`src/rtl/serial_1011_frame_transmitter.sv`:
```
// Serial frame transmitter: preamble 1011, DATA_W-bit payload MSB first, and an
// optional even-parity bit enabled by defining SERIAL_TX_PARITY_EN.
module serial_1011_frame_transmitter #(
    parameter int DATA_W = 8
) (
    input  logic              clk,
    input  logic              rst,
    input  logic              in_valid,
    input  logic [DATA_W-1:0] in_data,
    output logic              in_ready,
    output logic              o,
    output logic              o_valid,
    output logic              done,
    output logic              busy
);

    localparam int CW = $clog2(DATA_W + 1);
    localparam logic [CW-1:0] LAST_IDX = CW'(DATA_W - 1);
`ifdef SERIAL_TX_PARITY_EN
    localparam bit PAR_EN = 1'b1;
`else
    localparam bit PAR_EN = 1'b0;
`endif
    // A one-bit payload is also the final frame bit when there is no parity.
    localparam bit ONE_BIT_LAST = (DATA_W == 1) && !PAR_EN;

    typedef enum logic [1:0] {
        S_IDLE,
        S_PRE,
`ifdef SERIAL_TX_PARITY_EN
        S_PAR,
`endif
        S_DATA
    } state_t;

    state_t            state_q;
    logic [1:0]        pre_idx_q;
    logic [CW-1:0]     cnt_q;
    logic [DATA_W-1:0] shift_q;
`ifdef SERIAL_TX_PARITY_EN
    logic              par_q;
`endif
    logic              o_q;
    logic              o_valid_q;
    logic              done_q;

    function automatic logic pre_bit(input logic [1:0] idx);
        logic b;
        case (idx)
            2'd0:    b = 1'b1;
            2'd1:    b = 1'b0;
            default: b = 1'b1;
        endcase
        return b;
    endfunction

    assign in_ready = (state_q == S_IDLE) && !rst;
    assign busy     = !in_ready;
    assign o        = o_q;
    assign o_valid  = o_valid_q;
    assign done     = done_q;

    always_ff @(posedge clk or posedge rst) begin
        if (rst) begin
            state_q   <= S_IDLE;
            pre_idx_q <= '0;
            cnt_q     <= '0;
            shift_q   <= '0;
`ifdef SERIAL_TX_PARITY_EN
            par_q     <= 1'b0;
`endif
            o_q       <= 1'b0;
            o_valid_q <= 1'b0;
            done_q    <= 1'b0;
        end else begin
            unique case (state_q)
                S_IDLE: begin
                    o_q       <= 1'b0;
                    o_valid_q <= 1'b0;
                    done_q    <= 1'b0;
                    if (in_valid && in_ready) begin
                        shift_q   <= in_data;
`ifdef SERIAL_TX_PARITY_EN
                        par_q     <= ^in_data;
`endif
                        pre_idx_q <= '0;
                        cnt_q     <= '0;
                        o_q       <= pre_bit(2'd0);
                        o_valid_q <= 1'b1;
                        state_q   <= S_PRE;
                    end
                end
                S_PRE: begin
                    if (pre_idx_q == 2'd3) begin
                        o_q       <= shift_q[DATA_W-1];
                        shift_q   <= shift_q << 1;
                        cnt_q     <= '0;
                        pre_idx_q <= '0;
                        done_q    <= ONE_BIT_LAST;
                        state_q   <= S_DATA;
                    end else begin
                        pre_idx_q <= pre_idx_q + 2'd1;
                        o_q       <= pre_bit(pre_idx_q + 2'd1);
                    end
                end
                S_DATA: begin
                    if (cnt_q == LAST_IDX) begin
`ifdef SERIAL_TX_PARITY_EN
                        o_q       <= par_q;
                        done_q    <= 1'b1;
                        state_q   <= S_PAR;
`else
                        o_q       <= 1'b0;
                        o_valid_q <= 1'b0;
                        done_q    <= 1'b0;
                        state_q   <= S_IDLE;
`endif
                    end else begin
                        o_q     <= shift_q[DATA_W-1];
                        shift_q <= shift_q << 1;
                        cnt_q   <= cnt_q + 1'b1;
`ifdef SERIAL_TX_PARITY_EN
                        done_q  <= 1'b0;
`else
                        done_q  <= (cnt_q + 1'b1) == LAST_IDX;
`endif
                    end
                end
`ifdef SERIAL_TX_PARITY_EN
                S_PAR: begin
                    o_q       <= 1'b0;
                    o_valid_q <= 1'b0;
                    done_q    <= 1'b0;
                    state_q   <= S_IDLE;
                end
`endif
                default: begin
                    o_q       <= 1'b0;
                    o_valid_q <= 1'b0;
                    done_q    <= 1'b0;
                    state_q   <= S_IDLE;
                end
            endcase
        end
    end

    a_done_has_valid: assert property (@(posedge clk) disable iff (rst) done_q |-> o_valid_q);
    a_idle_quiet:     assert property (@(posedge clk) disable iff (rst)
                                       (state_q == S_IDLE) |-> (!o_valid_q || o_q));

endmodule

```
`config.mk`:
```
export PLATFORM = sky130hd
export DESIGN_NAME = serial_1011_frame_transmitter
export DESIGN_NICKNAME = d
export VERILOG_FILES = /design/src/rtl/serial_1011_frame_transmitter.sv
export SDC_FILE = /design/constraint.sdc
export NUM_CORES = 1
export LEC_CHECK = 0
export BUFFER_PORTS_ARGS = -buffer_cell sky130_fd_sc_hd__buf_2
export CORE_AREA = 2 2 53 55
export CTS_BUF_LIST = sky130_fd_sc_hd__clkbuf_16
export DETAILED_ROUTE_END_ITERATION = 6
export DIE_AREA = 0 0 55 57
export PLACE_DENSITY_LB_ADDON = 0.08
export RECOVER_POWER = 100
export SLEW_MARGIN = 20
export SYNTH_ARGS = -nofsm -noshare
export SYNTH_HDL_FRONTEND = slang
export SYNTH_SLANG_ARGS = --single-unit
```
`constraint.sdc`:
```
create_clock -name clk -period 1.8 [get_ports clk]
set_clock_uncertainty 0.1 [all_clocks]
set_input_delay 0 -clock clk [delete_from_list [all_inputs] [get_ports clk]]
set_output_delay 0 -clock clk [all_outputs]
set_load 0.02 [all_outputs]
```
== Word-level counts from Yosys, hierarchy flattened ==
Index checks and enable logic that the tools add are counted.

* Word-level logic and storage cells: 56
* Output and inout bits: 5
* Bits of input ports: 11
* Register bits after elaboration: 19

* Equal/unequal tests: 10
* Reductions and logical operators: 11
* Muxes and demuxes: 25
* $add $sub $neg: 2
* Bitwise operators: 1

{| class="wikitable"
|+ Operators by type and width
! kind !! number
|-
| 2-to-1 mux 8 bit || 3
|-
| one-hot mux 8 bit (3 select lines) || 1
|-
| 2-to-1 mux 4 bit || 3
|-
| one-hot mux 4 bit (3 select lines) || 1
|-
| 2-to-1 mux 2 bit || 5
|-
| equality test 4 x 3 -> 1 bit, second input constant || 2
|-
| 2-to-1 mux 1 bit || 7
|-
| != test 2 bit, second input constant || 3
|-
| one-hot mux 1 bit (3 select lines) || 2
|-
| one-hot mux 2 bit (3 select lines) || 1
|-
| adder 4 x 1 -> 4 bit, second input constant || 1
|-
| equality test 2 x 1 -> 1 bit, second input constant || 2
|-
| equality test 2 bit, second input constant || 2
|-
| one-hot mux 2 bit (2 select lines) || 1
|-
| AND reduction 2 bit || 2
|-
| AND reduction 4 bit || 1
|-
| AND reduction 3 bit || 1
|-
| nonzero test 3 bit || 1
|-
| adder 2 x 1 -> 2 bit, second input constant || 1
|-
| logical AND 1 bit || 2
|-
| zero test 1 bit || 2
|-
| zero test 2 bit || 1
|-
| != test 2 x 1 -> 1 bit, second input constant || 1
|-
| one-hot mux 1 bit (2 select lines) || 1
|-
| 2 further kinds || 2
|}

== Depth between registers and ports, before layout ==
Gate-level depths: netlist of run 1.

* Word-level depth: 5
* Mapped depth: 8
* Mapped depth without buffers: 6

== Worst setup path after synthesis of run 1 ==
OpenSTA, ideal clock, no wires.

* Path kind: reg2reg
* From: reg state_q[0]
* To: reg cnt_q[0]
* Stages on the path, launching flop included: 8
* Arrival time: 1.592 ns
* Slack: -0.018 ns
* Clock period less this slack: 1.818 ns
* Library setup time: 0.126 ns
* Required time: 1.574 ns
* Path buffers: 2
* Path through: dfrtp_1 inv_1 ha_1 buf_2 and4b_1 a2111oi_4 buf_4 o21ai_0

* Cells in the longest elaborated chain, start to end: 5
* Elaborated cells on any way between the ends: 11
* Those cells by class: eq/ne (5); mux (1); reduce/logical (5)

{| class="wikitable"
|+ RTL lines
! what !! line !! source
|-
| from (decl) || 36 || <nowiki>state_t state_q;</nowiki>
|-
| from (signal assigned) || 65 || <nowiki>state_q <= S_IDLE;</nowiki>
|-
| from (signal assigned) || 90 || <nowiki>state_q <= S_PRE;</nowiki>
|-
| from (signal assigned) || 100 || <nowiki>state_q <= S_DATA;</nowiki>
|-
| zero test 2 bit || 57, 76 ||
|-
| logical AND 1 bit || 57 || <nowiki>assign in_ready = (state_q == S_IDLE) && !rst;</nowiki>
|-
| logical AND 1 bit || 81 || <nowiki>if (in_valid && in_ready) begin</nowiki>
|-
| != test 2 x 1 -> 1 bit (no line) || n/a ||
|-
| AND reduction 4 bit (no line) || n/a ||
|-
| to (signal assigned) || 121 || <nowiki>cnt_q <= cnt_q + 1'b1;</nowiki>
|-
| to (decl) || 38 || <nowiki>logic [CW-1:0] cnt_q;</nowiki>
|}

Parallel ways exist; a longest one is shown, timed or not.
A chain may end at the register's enable or synchronous reset.

== Worst setup path after layout of run 1 ==
* From: reg state_q[0]
* To: reg shift_q[5]

* Cells in the longest elaborated chain, start to end: 5
* Elaborated cells on any way between the ends: 11
* Those cells by class: eq/ne (5); mux (1); reduce/logical (5)

{| class="wikitable"
|+ RTL lines
! what !! line !! source
|-
| zero test 2 bit || 57, 76 ||
|-
| logical AND 1 bit || 57 ||
|-
| logical AND 1 bit || 81 ||
|-
| != test 2 x 1 -> 1 bit (no line) || n/a ||
|-
| AND reduction 4 bit (no line) || n/a ||
|-
| to (signal assigned) || 82 || <nowiki>shift_q <= in_data;</nowiki>
|-
| to (signal assigned) || 96 || <nowiki>shift_q <= shift_q << 1;</nowiki>
|-
| to (signal assigned) || 120 || <nowiki>shift_q <= shift_q << 1;</nowiki>
|-
| to (decl) || 39 || <nowiki>logic [DATA_W-1:0] shift_q;</nowiki>
|}

Parallel ways exist; a longest one is shown, timed or not.

==> flow_summary.json, run 1 <==
{
  "run_status": "complete, no violations",
  "async_flop_share_pct": 100,
  "synth_seq_cells": 19,
  "grtUsageTotal_pct": 18.0,
  "synthFlopType": "dfrtp_1",
  "cp-end-kind": "flip-flop",
  "vdd_drop_max_uv": 1190,
  "hold_ws_ns": 0.327,
  "r2r_setup_slack_ns": 0.02,
  "wl_per_cell_um": 13.3,
  "die_area_sq_um": 3140,
  "cts_max_path_buffers": 2,
  "tightest_slew_ns": 0.725,
  "drcViolationCount": 0,
  "core_region_area_sq_um": 2620,
  "tns_ns": 0,
  "fp.dieH_um": 57,
  "layout-drive-gt1-share_pct": 34.0,
  "clock-sinks": 19,
  "netlist_area_sq_um": 1110,
  "p_per_area_nw_per_um2": 1840,
  "grt_pass1_wl_um": 4020,
  "grt_pass1_vias": 933,
  "leakagePower_uw": 0.000728,
  "cp-start-kind": "flip-flop",
  "cp-startpoint": "state_q[0]",
  "area_delta_synth_final_pct": 43.9,
  "synth.distinct_cells": 31,
  "cp_data_required_time_ns": 1.88,
  "regToRegEndpoint": "shift_q[5]",
  "grt.overflow.total": 0,
  "antenna_found_initial": 0,
  "synth_edf_count": 0,
  "hp-class": "input port to asynchronous set/reset pin",
  "ant_nets": 0,
  "port-buffer-count": 15,
  "fin_crit_ns": 1.78,
  "initial_core_util_pct": 42.5,
  "clk_pin_slew_worst_paths_ns": 0.06,
  "dpl.hpwl_um": 1560,
  "cp.arrival_ns": 1.86,
  "final_cell_mix": "dfrtp_1 (19), buf_2 (11), buf_4 (11)",
  "ios": 16,
  "n_antenna_cell": 0,
  "syn_nets": 129,
  "vias": 914,
  "worst_slack_ns": 0.0240,
  "cp_max_fo": 5,
  "numCtsBuffers": 3,
  "via_per_inst": 5.05,
  "die_x_um": 55,
  "fillers": 234,
  "syn_avg_cell_area_sq_um": 10.2,
  "setup_viol": 0,
  "timing.rr.start": "state_q[0]",
  "critPathKind": "flip-flop to flip-flop",
  "dr.pass1.iters": 2,
  "period_share_pct": 98.7,
  "cp-endpoint": "shift_q[5]",
  "max_freq_mhz": 563,
  "nets": 171,
  "yosys_warnings": 0,
  "rows": 19,
  "h-tree-depth": 1,
  "slew_headroom_pct": 51.6,
  "pre_cts_slack_ns": -0.00173,
  "root_buffer": "clkbuf_16",
  "grt_max_degree": 20,
  "cts_tree": "yes",
  "synth-seq-area-share_pct": 42.7,
  "totalWireLength_um": 2410,
  "totalPowerFinal_uw": 2940,
  "initialDrtViolationCount": 5,
  "finalMaxSlewViolations": 0,
  "r2r_cells": 8,
  "fin_util_pct": 61.2,
  "cap_violations": 0,
  "rsz0062_at_grt": "true",
  "place.gp.congestion": 0.758,
  "insertion_delay_ns": 0.25,
  "synth_cells": 109,
  "final_common_cell": "dfrtp_1",
  "hold_viol_final": 0
}
-- kinds of logic (layout without fill, tap and decap cells) --
logic type               count (synthesis)  in the layout  share of synthesized area [%]
AO/OA/AOI/OAI                           31             31                           21.0
XOR/XNOR                                 2              2                           1.58
adder cells (fa/ha/maj)                  9              9                           10.1
buffers and inverters                   13             54                           5.51
flip-flops                              19             19                           42.7
multiplexers                             7              7                           6.30
AND/OR/NAND/NOR                         28             28                           12.7
-- cell type report --
class,count,area [sq um],area share [%]
Sequential cell,19,475,29.7
Inverter,9,33.8,2.11
Multi-Input combinational cell,77,621,38.8
Clock inverter,1,3.75,0.235
Tap cell,31,38.8,2.42
Timing Repair Buffer,41,353,22.0
Clock buffer,3,75.1,4.69
-- Yosys cell counts, types with 2 or more instances --
cell | instances | area, sq um
a21oi_1 | 5 | 25.0
inv_1 | 9 | 33.8
o21ai_0 | 8 | 40.0
dfrtp_1 | 19 | 475
a31oi_1 | 2 | 12.5
mux2i_1 | 7 | 70.1
nand2_1 | 7 | 26.3
nor2b_1 | 2 | 12.5
a22o_1 | 2 | 17.5
nor2_1 | 8 | 30.0
ha_1 | 9 | 113
nand2b_1 | 2 | 12.5
a21oi_2 | 7 | 61.3
o21a_1 | 2 | 15.0
nand3_1 | 3 | 15.0
nand3b_1 | 2 | 15.0
-- how the worst min path moves through the flow --
| stage | cells past startpoint | start | slack, ns | endpoint |
|---|---|---|---|---|
| final | 3 | rst | 0.33 | o |
| after global placement | 2 | rst | 0.09 | o |
| after global routing | 3 | rst | 0.43 | done |
| after detailed placement | 2 | rst | 0.09 | o |
| after floorplan | 1 | rst | -0.15 | cnt_q[0] |
| after CTS | 3 | rst | 0.37 | done |
-- metal layers --
metal / GRT usage (%) / vias to the layer above / part of all wire (%)
met5: 0 / - / 0
met4: 7.32 / 0 / 2.1
met3: 4.71 / 6 / 3.9
met2: 28.6 / 18 / 48
met1: 22.8 / 429 / 46
li1: - / 461 / -
-- power by group --
| group | leakage, uW | internal (uW) | switching [uW] |
|---|---|---|---|
| combinational | 0.000449 | 959 | 826 |
| sequential | 0.000237 | 589 | 103 |
| clock | 0.0000423 | 296 | 165 |
-- registers in the layout (all words and copies together), names as in the netlist --
register / cells
cnt_q: 4
done: 1
o: 1
o_valid: 1
pre_idx_q: 2
shift_q: 8
state_q: 2
-- through the flow --
stage / cell area [sq um] / instances
after floorplan: 1120 / 109
after global placement: 1260 / 158
after global routing: 1600 / 181
after CTS: 1530 / 177
after detailed placement: 1260 / 158
final: 1600 / 181
-- repair_timing --
action / in CTS / in global routing
hold buffers: 10 / 0
pin swaps: 1 / 2
setup endpoints to repair: 10 / 12
buffers inserted: 3 / 3
cloned: 2 / 1
resized for setup: 7 / 12
hold endpoints to repair: 28 / 0
-- worst max-delay path, cell delays in order, from the launching register on --
cell       delay (ns)
dfrtp_1          0.39
buf_6            0.13
ha_4             0.15
nor2b_4          0.13
a2111oi_4        0.30
buf_4            0.22
clkbuf_16        0.15
nor2_2           0.04
a21oi_2          0.09
(Power assumes the default switching activity.)
==> run 2: changes to the inputs <==
--- a/config.mk
+++ b/config.mk
@@ -5,12 +5,12 @@
 export SDC_FILE = /design/constraint.sdc
 export NUM_CORES = 1
 export LEC_CHECK = 0
-export BUFFER_PORTS_ARGS = -buffer_cell sky130_fd_sc_hd__buf_2
 export CORE_AREA = 2 2 53 55
 export CTS_BUF_LIST = sky130_fd_sc_hd__clkbuf_16
 export DETAILED_ROUTE_END_ITERATION = 6
 export DIE_AREA = 0 0 55 57
-export PLACE_DENSITY_LB_ADDON = 0.08
+export DONT_BUFFER_PORTS = 1
+export GPL_TIMING_DRIVEN = 0
 export RECOVER_POWER = 100
 export SLEW_MARGIN = 20
 export SYNTH_ARGS = -nofsm -noshare
==> run 2 against run 1 <==
Compared with the run above: hold slack got worse by 0.25 ns; largest power group unchanged; critical endpoint is now shift_q[3]; sequential power increased by 3.9%; final cell count decreased by 11%; highest routed layer unchanged; critical path depth unchanged; setup slack improved by 0.018 ns.
==> flow_summary.json, run 2 (same netlist as run 1, synthesis figures left out) <==
{
  "fin_crit_ns": 1.76,
  "cts_max_path_buffers": 2,
  "fillers": 243,
  "slew_headroom_pct": 50.9,
  "initialDrtViolationCount": 28,
  "p_per_area_nw_per_um2": 1840,
  "grt_max_degree": 20,
  "via_per_inst": 5.53,
  "drcViolationCount": 0,
  "dr.pass1.iters": 4,
  "antenna_found_initial": 0,
  "use_met2_pct": 32.0,
  "fp.dieH_um": 57,
  "rsz0062_at_grt": "true",
  "final_common_cell": "dfrtp_1",
  "ant_nets": 0,
  "largest-register": "shift_q",
  "grt.overflow.total": 0,
  "ios": 16,
  "finalMaxSlewViolations": 0,
  "clkPwrFrac_pct": 17.0,
  "cap_violations": 0,
  "area_delta_synth_final_pct": 30.3,
  "rows": 19,
  "h-tree-depth": 1,
  "leakagePower_uw": 0.000638,
  "cp_data_required_time_ns": 1.88,
  "fin_util_pct": 55.4,
  "port-buffer-count": 0,
  "switching_power_uw": 1060,
  "cp_max_fo": 5,
  "switching_share_pct": 39.7,
  "clk_pin_slew_worst_paths_ns": 0.05,
  "core_region_area_sq_um": 2620,
  "hold_viol_final": 0,
  "die_area_sq_um": 3140,
  "die_x_um": 55,
  "p_comb_share_pct": 56.0,
  "cp.arrival_ns": 1.84,
  "max_freq_mhz": 569,
  "period_share_pct": 97.7,
  "power_frac_seq_pct": 27.0,
  "cts_tree": "yes",
  "grtUsageTotal_pct": 17.7,
  "cp-end-kind": "flip-flop",
  "hp-class": "input port to flip-flop",
  "insertion_delay_ns": 0.25,
  "run_status": "complete, no violations",
  "place.gp.congestion": 0.745,
  "critPathKind": "flip-flop to flip-flop",
  "p_int_uw": 1610,
  "clock-sinks": 19,
  "grt_pass1_vias": 926,
  "wl_per_cell_um": 15.0,
  "grt_pass1_wl_um": 4010,
  "grt-busiest-layer": "met2",
  "grtUsageMet1_pct": 20.1,
  "use_met3_pct": 3.93,
  "reg_top3": "shift_q x8, cnt_q x4",
  "n_antenna_cell": 0,
  "multi_input_area_sq_um": 628,
  "tightest_slew_ns": 0.736,
  "hold_ws_ns": 0.0821,
  "setup_viol": 0,
  "vias": 891,
  "largest_register_ffs": 8,
  "root_buffer": "clkbuf_16",
  "cp-start-kind": "flip-flop",
  "initial_core_util_pct": 42.5,
  "seq_area_sq_um": 475,
  "numCtsBuffers": 3,
  "vdd_drop_max_uv": 1110,
  "layout-drive-gt1-share_pct": 24.6,
  "final_cell_mix": "dfrtp_1 (19), dlygate4sd3_1 (10), buf_4 (9)",
  "dpl.hpwl_um": 1600,
  "totalWireLength_um": 2420,
  "nets": 151
}
==> run 2: changes by cell type in the layout (fill, tap and decap cells not counted), sizes merged <==
cell,previous run,this run
buf,25,11
clkbuf,8,3
bufbuf,1,0
==> run 2: path summary, 6_finish.rpt <==
path | start | to | slack, ns | cells after the start
max in group asynchronous | rst | state_q[1] | 0.84 | 2
max reg2reg | state_q[1] | shift_q[3] | 0.04 | 8
min reg2reg | shift_q[5] | shift_q[5] | 0.42 | 2
min | in_valid | state_q[1] | 0.08 | 3
min in group asynchronous | rst | o | 0.29 | 2
max | state_q[1] | shift_q[3] | 0.04 | 8
==> run 2: what timing repair did <==
action	in CTS	in global routing
hold endpoints to repair	30	0
endpoints found under the setup margin	14	16
gates resized for setup	10	9
pin swaps	1	1
buffers inserted	5	3
cloned	1	0
hold buffers	10	0
==> run 2: worst max-delay path, stage by stage, from the launching register on <==
cell and delay [ns]:
dfrtp_1 0.40, buf_4 0.15, ha_4 0.16, and4b_1 0.20
a2111oi_4 0.18, buf_4 0.20, buf_4 0.14, nor2_1 0.05
a21oi_2 0.10
==> run 2: power by group through the flow <==
| stage | clock, uW | combinational [uW] | sequential, uW |
|---|---|---|---|
| 3_5_place_dp | 0 | 1180 | 723 |
| 2_1_floorplan | 0 | 983 | 693 |
| 5_1_grt | 488 | 1640 | 747 |
| 6_report | 453 | 1490 | 720 |
| 4_1_cts | 466 | 1400 | 717 |
| 3_3_place_gp | 0 | 1130 | 714 |
==> run 2: metal layers <==
metal / part of all wire (%) / vias to the layer above
met3: 4.1 / 4
met4: 1.3 / 0
met2: 52 / 25
met5: 0 / -
li1: - / 422
met1: 42 / 440
==> run 2: layout make-up <==
type,count,area share (%)
Clock inverter,1,0.259
Buffer,2,1.81
Clock buffer,3,5.18
Tap cell,31,2.68
Timing Repair Buffer,19,11.6
Inverter,9,2.33
Sequential cell,19,32.8
Multi-Input combinational cell,77,43.4
==> run 2: through the flow <==
step / setup slack, ns / setup TNS, ns / instance area [sq um] / instances / total power (uW)
after floorplan: 0.00985 / 0 / 1120 / 109 / 1680
after global placement: -0.139 / -1.39 / 1150 / 140 / 1840
after detailed placement: -0.170 / -1.84 / 1150 / 140 / 1910
after CTS: 0.00577 / 0 / 1410 / 158 / 2580
after global routing: -0.0718 / -0.497 / 1450 / 161 / 2880
final: 0.0418 / 0 / 1450 / 161 / 2670
